**src/rtl/dds_pkg.sv**
```systemverilog
// Shared definitions for the DDS sweep master and its slave register map.
package dds_pkg;

   typedef enum logic [2:0] {
      ST_IDLE  = 3'd0,
      ST_ADDR  = 3'd1,
      ST_DATA  = 3'd2,
      ST_RESP  = 3'd3,
      ST_DWELL = 3'd4
   } sweep_state_e;

   // Register offsets inside one DDS channel page
   localparam logic [3:0] FREQ_BASE  = 4'h1;
   localparam logic [3:0] PHASE_BASE = 4'h5;
   localparam logic [3:0] WR_EN      = 4'h9;
   localparam logic [3:0] DATA       = 4'hA;

   localparam logic [1:0] BURST_INCR = 2'b01;
   localparam logic [1:0] RESP_OKAY  = 2'b00;

endpackage

```
**src/rtl/dds_sweep_master.sv**
```systemverilog
// Linear frequency sweep master: writes successive frequency words to one
// DDS channel/store freq register, holding each for a programmable dwell.
//
// state    | meaning
// ---------+-------------------------------------------------------------
// ST_IDLE  | waiting for start; config latched and checked on start
// ST_ADDR  | write address beat offered
// ST_DATA  | write data beat offered (single beat, LAST tied to VALID)
// ST_RESP  | waiting for write response
// ST_DWELL | hold current word; next word / loop / end decided on exit
module dds_sweep_master
   import dds_pkg::*;
#(
   parameter logic [31:0] OFFSET_ADDR = 32'h4000_0000,
   parameter int          CHANNEL_NUM = 2,
   parameter logic [3:0]  MASTER_ID   = 4'h0
) (
   input  logic        clk,
   input  logic        rstn,
   input  logic        start,
   input  logic        stop,
   input  logic [3:0]  cfg_channel,
   input  logic [1:0]  cfg_store,
   input  logic [31:0] cfg_f_start,
   input  logic [31:0] cfg_f_step,
   input  logic [31:0] cfg_f_stop,
   input  logic [31:0] cfg_dwell,
   input  logic        cfg_loop,
   output logic        busy,
   output logic        done,
   output logic        err,
   output logic [31:0] cur_freq,
   output logic [3:0]  SWEEP_MASTER_WR_ADDR_ID,
   output logic [31:0] SWEEP_MASTER_WR_ADDR,
   output logic [7:0]  SWEEP_MASTER_WR_ADDR_LEN,
   output logic [1:0]  SWEEP_MASTER_WR_ADDR_BURST,
   output logic        SWEEP_MASTER_WR_ADDR_VALID,
   input  logic        SWEEP_MASTER_WR_ADDR_READY,
   output logic [31:0] SWEEP_MASTER_WR_DATA,
   output logic [3:0]  SWEEP_MASTER_WR_STRB,
   output logic        SWEEP_MASTER_WR_DATA_LAST,
   output logic        SWEEP_MASTER_WR_DATA_VALID,
   input  logic        SWEEP_MASTER_WR_DATA_READY,
   input  logic [3:0]  SWEEP_MASTER_WR_BACK_ID,
   input  logic [1:0]  SWEEP_MASTER_WR_BACK_RESP,
   input  logic        SWEEP_MASTER_WR_BACK_VALID,
   output logic        SWEEP_MASTER_WR_BACK_READY
);

   localparam logic [31:0] CH_LIMIT = 32'(CHANNEL_NUM);

   sweep_state_e state_q, state_d;
   logic [3:0]   chan_q;
   logic [1:0]   store_q;
   logic [31:0]  f_start_q, f_step_q, f_stop_q, dwell_q;
   logic         loop_q;
   logic [31:0]  cur_freq_q, cur_freq_d;
   logic [31:0]  dwell_cnt_q, dwell_cnt_d;
   logic         err_q, err_d;
   logic         done_q, done_d;
   logic         stop_pend_q, stop_pend_d;
   logic         cfg_latch;
   logic [32:0]  next_sum;
   logic         unused_back_id;

   // Response ID carries no information for a single outstanding write
   assign unused_back_id = ^SWEEP_MASTER_WR_BACK_ID;

   assign next_sum = {1'b0, cur_freq_q} + {1'b0, f_step_q};

   // Next-state, datapath updates and stop bookkeeping
   always_comb begin
      state_d     = state_q;
      cur_freq_d  = cur_freq_q;
      dwell_cnt_d = dwell_cnt_q;
      err_d       = err_q;
      done_d      = 1'b0;
      cfg_latch   = 1'b0;
      stop_pend_d = stop_pend_q | (stop && (state_q != ST_IDLE));
      case (state_q)
         ST_IDLE: begin
            stop_pend_d = 1'b0;
            if (start) begin
               cfg_latch  = 1'b1;
               cur_freq_d = cfg_f_start;
               err_d      = 1'b0;
               if (({28'b0, cfg_channel} >= CH_LIMIT) || (cfg_f_start > cfg_f_stop)) begin
                  err_d  = 1'b1;
                  done_d = 1'b1;
               end else begin
                  state_d = ST_ADDR;
               end
            end
         end
         ST_ADDR: begin
            if (SWEEP_MASTER_WR_ADDR_READY) state_d = ST_DATA;
         end
         ST_DATA: begin
            if (SWEEP_MASTER_WR_DATA_READY) state_d = ST_RESP;
         end
         ST_RESP: begin
            if (SWEEP_MASTER_WR_BACK_VALID) begin
               if (SWEEP_MASTER_WR_BACK_RESP != RESP_OKAY) begin
                  err_d   = 1'b1;
                  done_d  = 1'b1;
                  state_d = ST_IDLE;
               end else begin
                  dwell_cnt_d = dwell_q;
                  state_d     = ST_DWELL;
               end
            end
         end
         ST_DWELL: begin
            // A pending stop cuts the dwell short; no further write is issued
            if (stop_pend_d) begin
               done_d  = 1'b1;
               state_d = ST_IDLE;
            end else if (dwell_cnt_q == 32'd0) begin
               if (next_sum[32] || (next_sum[31:0] > f_stop_q)) begin
                  if (loop_q) begin
                     cur_freq_d = f_start_q;
                     state_d    = ST_ADDR;
                  end else begin
                     done_d  = 1'b1;
                     state_d = ST_IDLE;
                  end
               end else begin
                  cur_freq_d = next_sum[31:0];
                  state_d    = ST_ADDR;
               end
            end else begin
               dwell_cnt_d = dwell_cnt_q - 32'd1;
            end
         end
         default: state_d = ST_IDLE;
      endcase
   end

   // FSM state and sweep status registers
   always_ff @(posedge clk or negedge rstn) begin
      if (!rstn) begin
         state_q     <= ST_IDLE;
         cur_freq_q  <= 32'd0;
         dwell_cnt_q <= 32'd0;
         err_q       <= 1'b0;
         done_q      <= 1'b0;
         stop_pend_q <= 1'b0;
      end else begin
         state_q     <= state_d;
         cur_freq_q  <= cur_freq_d;
         dwell_cnt_q <= dwell_cnt_d;
         err_q       <= err_d;
         done_q      <= done_d;
         stop_pend_q <= stop_pend_d;
      end
   end

   // Sweep configuration captured on an accepted start
   always_ff @(posedge clk or negedge rstn) begin
      if (!rstn) begin
         chan_q    <= 4'd0;
         store_q   <= 2'd0;
         f_start_q <= 32'd0;
         f_step_q  <= 32'd0;
         f_stop_q  <= 32'd0;
         dwell_q   <= 32'd0;
         loop_q    <= 1'b0;
      end else if (cfg_latch) begin
         chan_q    <= cfg_channel;
         store_q   <= cfg_store;
         f_start_q <= cfg_f_start;
         f_step_q  <= cfg_f_step;
         f_stop_q  <= cfg_f_stop;
         dwell_q   <= cfg_dwell;
         loop_q    <= cfg_loop;
      end
   end

   assign busy     = (state_q != ST_IDLE);
   assign done     = done_q;
   assign err      = err_q;
   assign cur_freq = cur_freq_q;

   assign SWEEP_MASTER_WR_ADDR_ID    = MASTER_ID;
   assign SWEEP_MASTER_WR_ADDR       = OFFSET_ADDR + {24'b0, chan_q, FREQ_BASE + {2'b00, store_q}};
   assign SWEEP_MASTER_WR_ADDR_LEN   = 8'd0;
   assign SWEEP_MASTER_WR_ADDR_BURST = BURST_INCR;
   assign SWEEP_MASTER_WR_ADDR_VALID = (state_q == ST_ADDR);
   assign SWEEP_MASTER_WR_DATA       = cur_freq_q;
   assign SWEEP_MASTER_WR_STRB       = 4'hF;
   assign SWEEP_MASTER_WR_DATA_VALID = (state_q == ST_DATA);
   assign SWEEP_MASTER_WR_DATA_LAST  = (state_q == ST_DATA);
   assign SWEEP_MASTER_WR_BACK_READY = (state_q == ST_RESP);

endmodule

```
**config.mk**
```make
export PLATFORM = sky130hd
export DESIGN_NAME = dds_sweep_master
export DESIGN_NICKNAME = d
export VERILOG_FILES = /design/src/rtl/dds_pkg.sv /design/src/rtl/dds_sweep_master.sv
export SDC_FILE = /design/constraint.sdc
export NUM_CORES = 1
export LEC_CHECK = 0
export CAP_MARGIN = 5
export CORE_ASPECT_RATIO = 1.25
export CORE_MARGIN = 4
export CORE_UTILIZATION = 50
export DETAILED_ROUTE_END_ITERATION = 10
export GPL_TIMING_DRIVEN = 0
export PLACE_DENSITY = 0.82
export SLEW_MARGIN = 20
export SYNTH_ARGS = -nofsm -noshare
export SYNTH_HDL_FRONTEND = slang
export SYNTH_SLANG_ARGS = --single-unit
```
**constraint.sdc**
```tcl
create_clock -name clk -period 10.5 [get_ports clk]
set_input_delay 2.625 -clock clk [delete_from_list [all_inputs] [get_ports clk]]
set_output_delay 2.625 -clock clk [all_outputs]
set_load 0.02 [all_outputs]
```
==> metrics.txt <==
status=finished clean; Post-Route WL=roughly 45 mm; Num CTS Buffers=24; most frequent cells in the layout=391 x nand2_1, 220 x clkdlybuf4s50_1, 205 x dfrtp_1; CTS tree=built; synth-to-layout area growth=27.8%; Post-DP HPWL=between 30 and 40 mm; Max VDD drop=around 0.00025 V; Worst Path Max Fanout=10; GRT overflow=0; met2 usage=between 50% and 60%; Routed wire per std cell=around 20 µm; I/O Buffers=221; most common cell after layout, fill and taps aside=nand2_1; leak pwr=8.26 nW; post-synth top area share=38.7%; worst hold start=f_start_q[20]; crit path DAT=a little over 7000 ps; max-cap viol count=0; Final Cell Area=~17000 µm²; final setup TNS=0 ps; Tmin final=roughly 6600 ps; Power Density=about 360 nW/µm²; vias per cell=5.59; Worst-Margin Slew=926 ps; relative slew slack=a little under two fifths; ANT nets after route=0; Fin. Hold Viols=0; Tcrit/Tclk final=a little over three fifths; post-synth top area cell=dfrtp_1; Reg power frac=around a quarter; r2r worst-path depth=22; reg2reg setup slack=between 3000 and 4000 ps; global placement routability congestion=roughly 1; GRT busiest layer=met2; ranking of synthesized cells by area=dfrtp_1 39%, nand2_1 11%, ha_1 9.2%; Sw Ratio=46.4%; H-tree depth=1; vias in the first global route=about 13000; met3 GRT Util=4.91%; I/O Pins=between 200 and 300; Clock Latency Late Sink=approximately 540 ps; antenna violations before repair=0; post-cts resize count=0; prevailing post-synth register cell=dfrtp_1; Site Rows=66; Initial DRC Count=about 800; flops & latches, synth=just over 200; post-synth cell types=80; synthesized instance count=between 1500 and 2000; max-slew violation count=0; ys async rst share=100%; RSZ-0062 raised after global routing=no; core area=26100 µm²; yosys warns=0; Post-CTS Setup Bufs=0; proportion of synthesized chip area in sequential cells=just under 40%; Die Wd=between 150 and 200 µm; Die Ht=190 µm; Final setup viols=0; clk slew on worst S/H paths=~60 ps; Critical Path End Type=flip-flop; final core occ=about two thirds; met1 Use GR=roughly a third; Hold Path Cell Cnt=2; switching power=between 0.002 and 0.003 W; internal power=roughly 0.0033 W; logic gate share of total power=around 62%; share of post-route cells with drive strength above 1=under 10%; fmax=151 MHz; Total Routing Usage GR=29.5%; largest net degree at the start of global routing=90; Power Total=0.00618 W; DP Area=about 16000 µm²; Initial Util=50.8%; hold_buf cts=0; Final #Nets=roughly 2100; data required time of the worst path=approximately 11000 ps; Hold Path Class=flip-flop to flip-flop; maximum clock insertion buffer count=3; WS Path Type=flip-flop to flip-flop; routed vias=12600; CP startpoint=SWEEP_MASTER_WR_DATA[0]; Sink Count=~200; mapped cell area=roughly 13000 µm²; Root Buffer Master=clkbuf_16; # DRC=0; ANT cells=0; first-pass GRT wire length=68.4 mm; Die ar.=roughly 29000 µm²; Clock power frac=around 14%; reg2reg start=SWEEP_MASTER_WR_DATA[0]; worst-case clock skew=roughly 21 ps; crit start category=flip-flop; Synth Area per Inst=around 8.3 µm²; Post-synth EDFFs=0; TritonRoute pass-1 iters=5
==> through the flow <==
| step | setup slack [ps] | cells | hold WS [ps] |
|---|---|---|---|
| floorplan | 5290 | 1643 | 437 |
| finish | 3860 | 2249 | 472 |
| global route | 3610 | 2249 | 494 |
| global placement | -1840 | 2204 | 449 |
| detailed placement | 4050 | 2206 | 455 |
| CTS | 3980 | 2249 | 470 |
==> worst max-delay path, cell delays in order (launching register included) <==
cell and delay (ps):
dfrtp_1 450, ha_1 260, inv_1 90, fa_1 410, and2b_1 260, o2111ai_2 200, a2111oi_2 440, nor3_2 160
a211oi_1 360, o21bai_1 220, mux2i_1 170, or3_1 390, ha_1 330, nand4_1 180, nor4_1 640, a21o_1 220
o2111a_1 210, nand3_2 330, a311o_1 440, buf_4 170, buf_2 240, a211oi_1 270, a21o_1 120
==> sequential cells by signal, summed over array words and instances, names as in the netlist, 2 cells and up <==
name	count
f_step_q	32
state_q	3
SWEEP_MASTER_WR_DATA	32
f_stop_q	32
dwell_q	32
dwell_cnt_q	32
chan_q	4
store_q	2
f_start_q	32
==> power by group through the flow <==
| stage | Combinational (W) | Sequential, W | Clock [W] |
|---|---|---|---|
| 2_1_floorplan | 0.00256 | 0.00145 | 0 |
| 3_3_place_gp | 0.00370 | 0.00145 | 0 |
| 3_5_place_dp | 0.00378 | 0.00146 | 0 |
| 4_1_cts | 0.00381 | 0.00145 | 0.000891 |
| 5_1_grt | 0.00421 | 0.00150 | 0.000928 |
| 6_report | 0.00384 | 0.00146 | 0.000885 |
==> routing by layer <==
layer / vias to the layer above / part of all wire, % / wire [µm]
li1: 5967 / - / -
met3: 132 / 7.8 / 3470
met2: 577 / 49 / 21900
met1: 5904 / 38 / 16900
met4: 0 / 5.0 / 2240
met5: - / 0 / 0
==> synthesized netlist by cell type, drive strengths merged, types with 28 or more instances <==
cell	n
buf	97
o21ai	118
nor2	98
a211oi	32
mux2i	28
dfrtp	205
ha	98
a21oi	96
a21o	45
nand2	391
inv	90
clkbuf	55
==> cell families (layout without fill, tap and decap cells) <==
logic type               after synthesis  after routing  share of synthesized area [%]
flip-flops                           205            205                           38.7
adder cells (fa/ha/maj)               99             99                           9.40
multiplexers                          32             32                           2.54
AND/OR/NAND/NOR                      620            620                           20.1
XOR/XNOR                              28             28                           1.85
buffers and inverters                242            508                           9.53
AO/OA/AOI/OAI                        374            374                           17.8
other                                  2             43                         0.0566
==> area by class of cell <==
cell class                 count  area, µm²
fill                        2207       9150
tap                          340        425
clock buffer                  33        694
clock inverter                10        139
buffer                       152        926
timing repair buffer         223       2270
sequential                   205       5130
inverter                      90        338
multi-input combinational   1196       7020
==> worst paths after layout <==
| path | endpoint |
|---|---|
| setup / recovery | SWEEP_MASTER_WR_DATA[2] |
| hold / removal | f_start_q[20] |
| setup reg to reg | SWEEP_MASTER_WR_DATA[2] |
| hold reg to reg | f_start_q[20] |
| max in group asynchronous | dwell_cnt_q[4] |
| min in group asynchronous | f_step_q[10] |
Note: power is estimated with default switching activity, not from simulation.
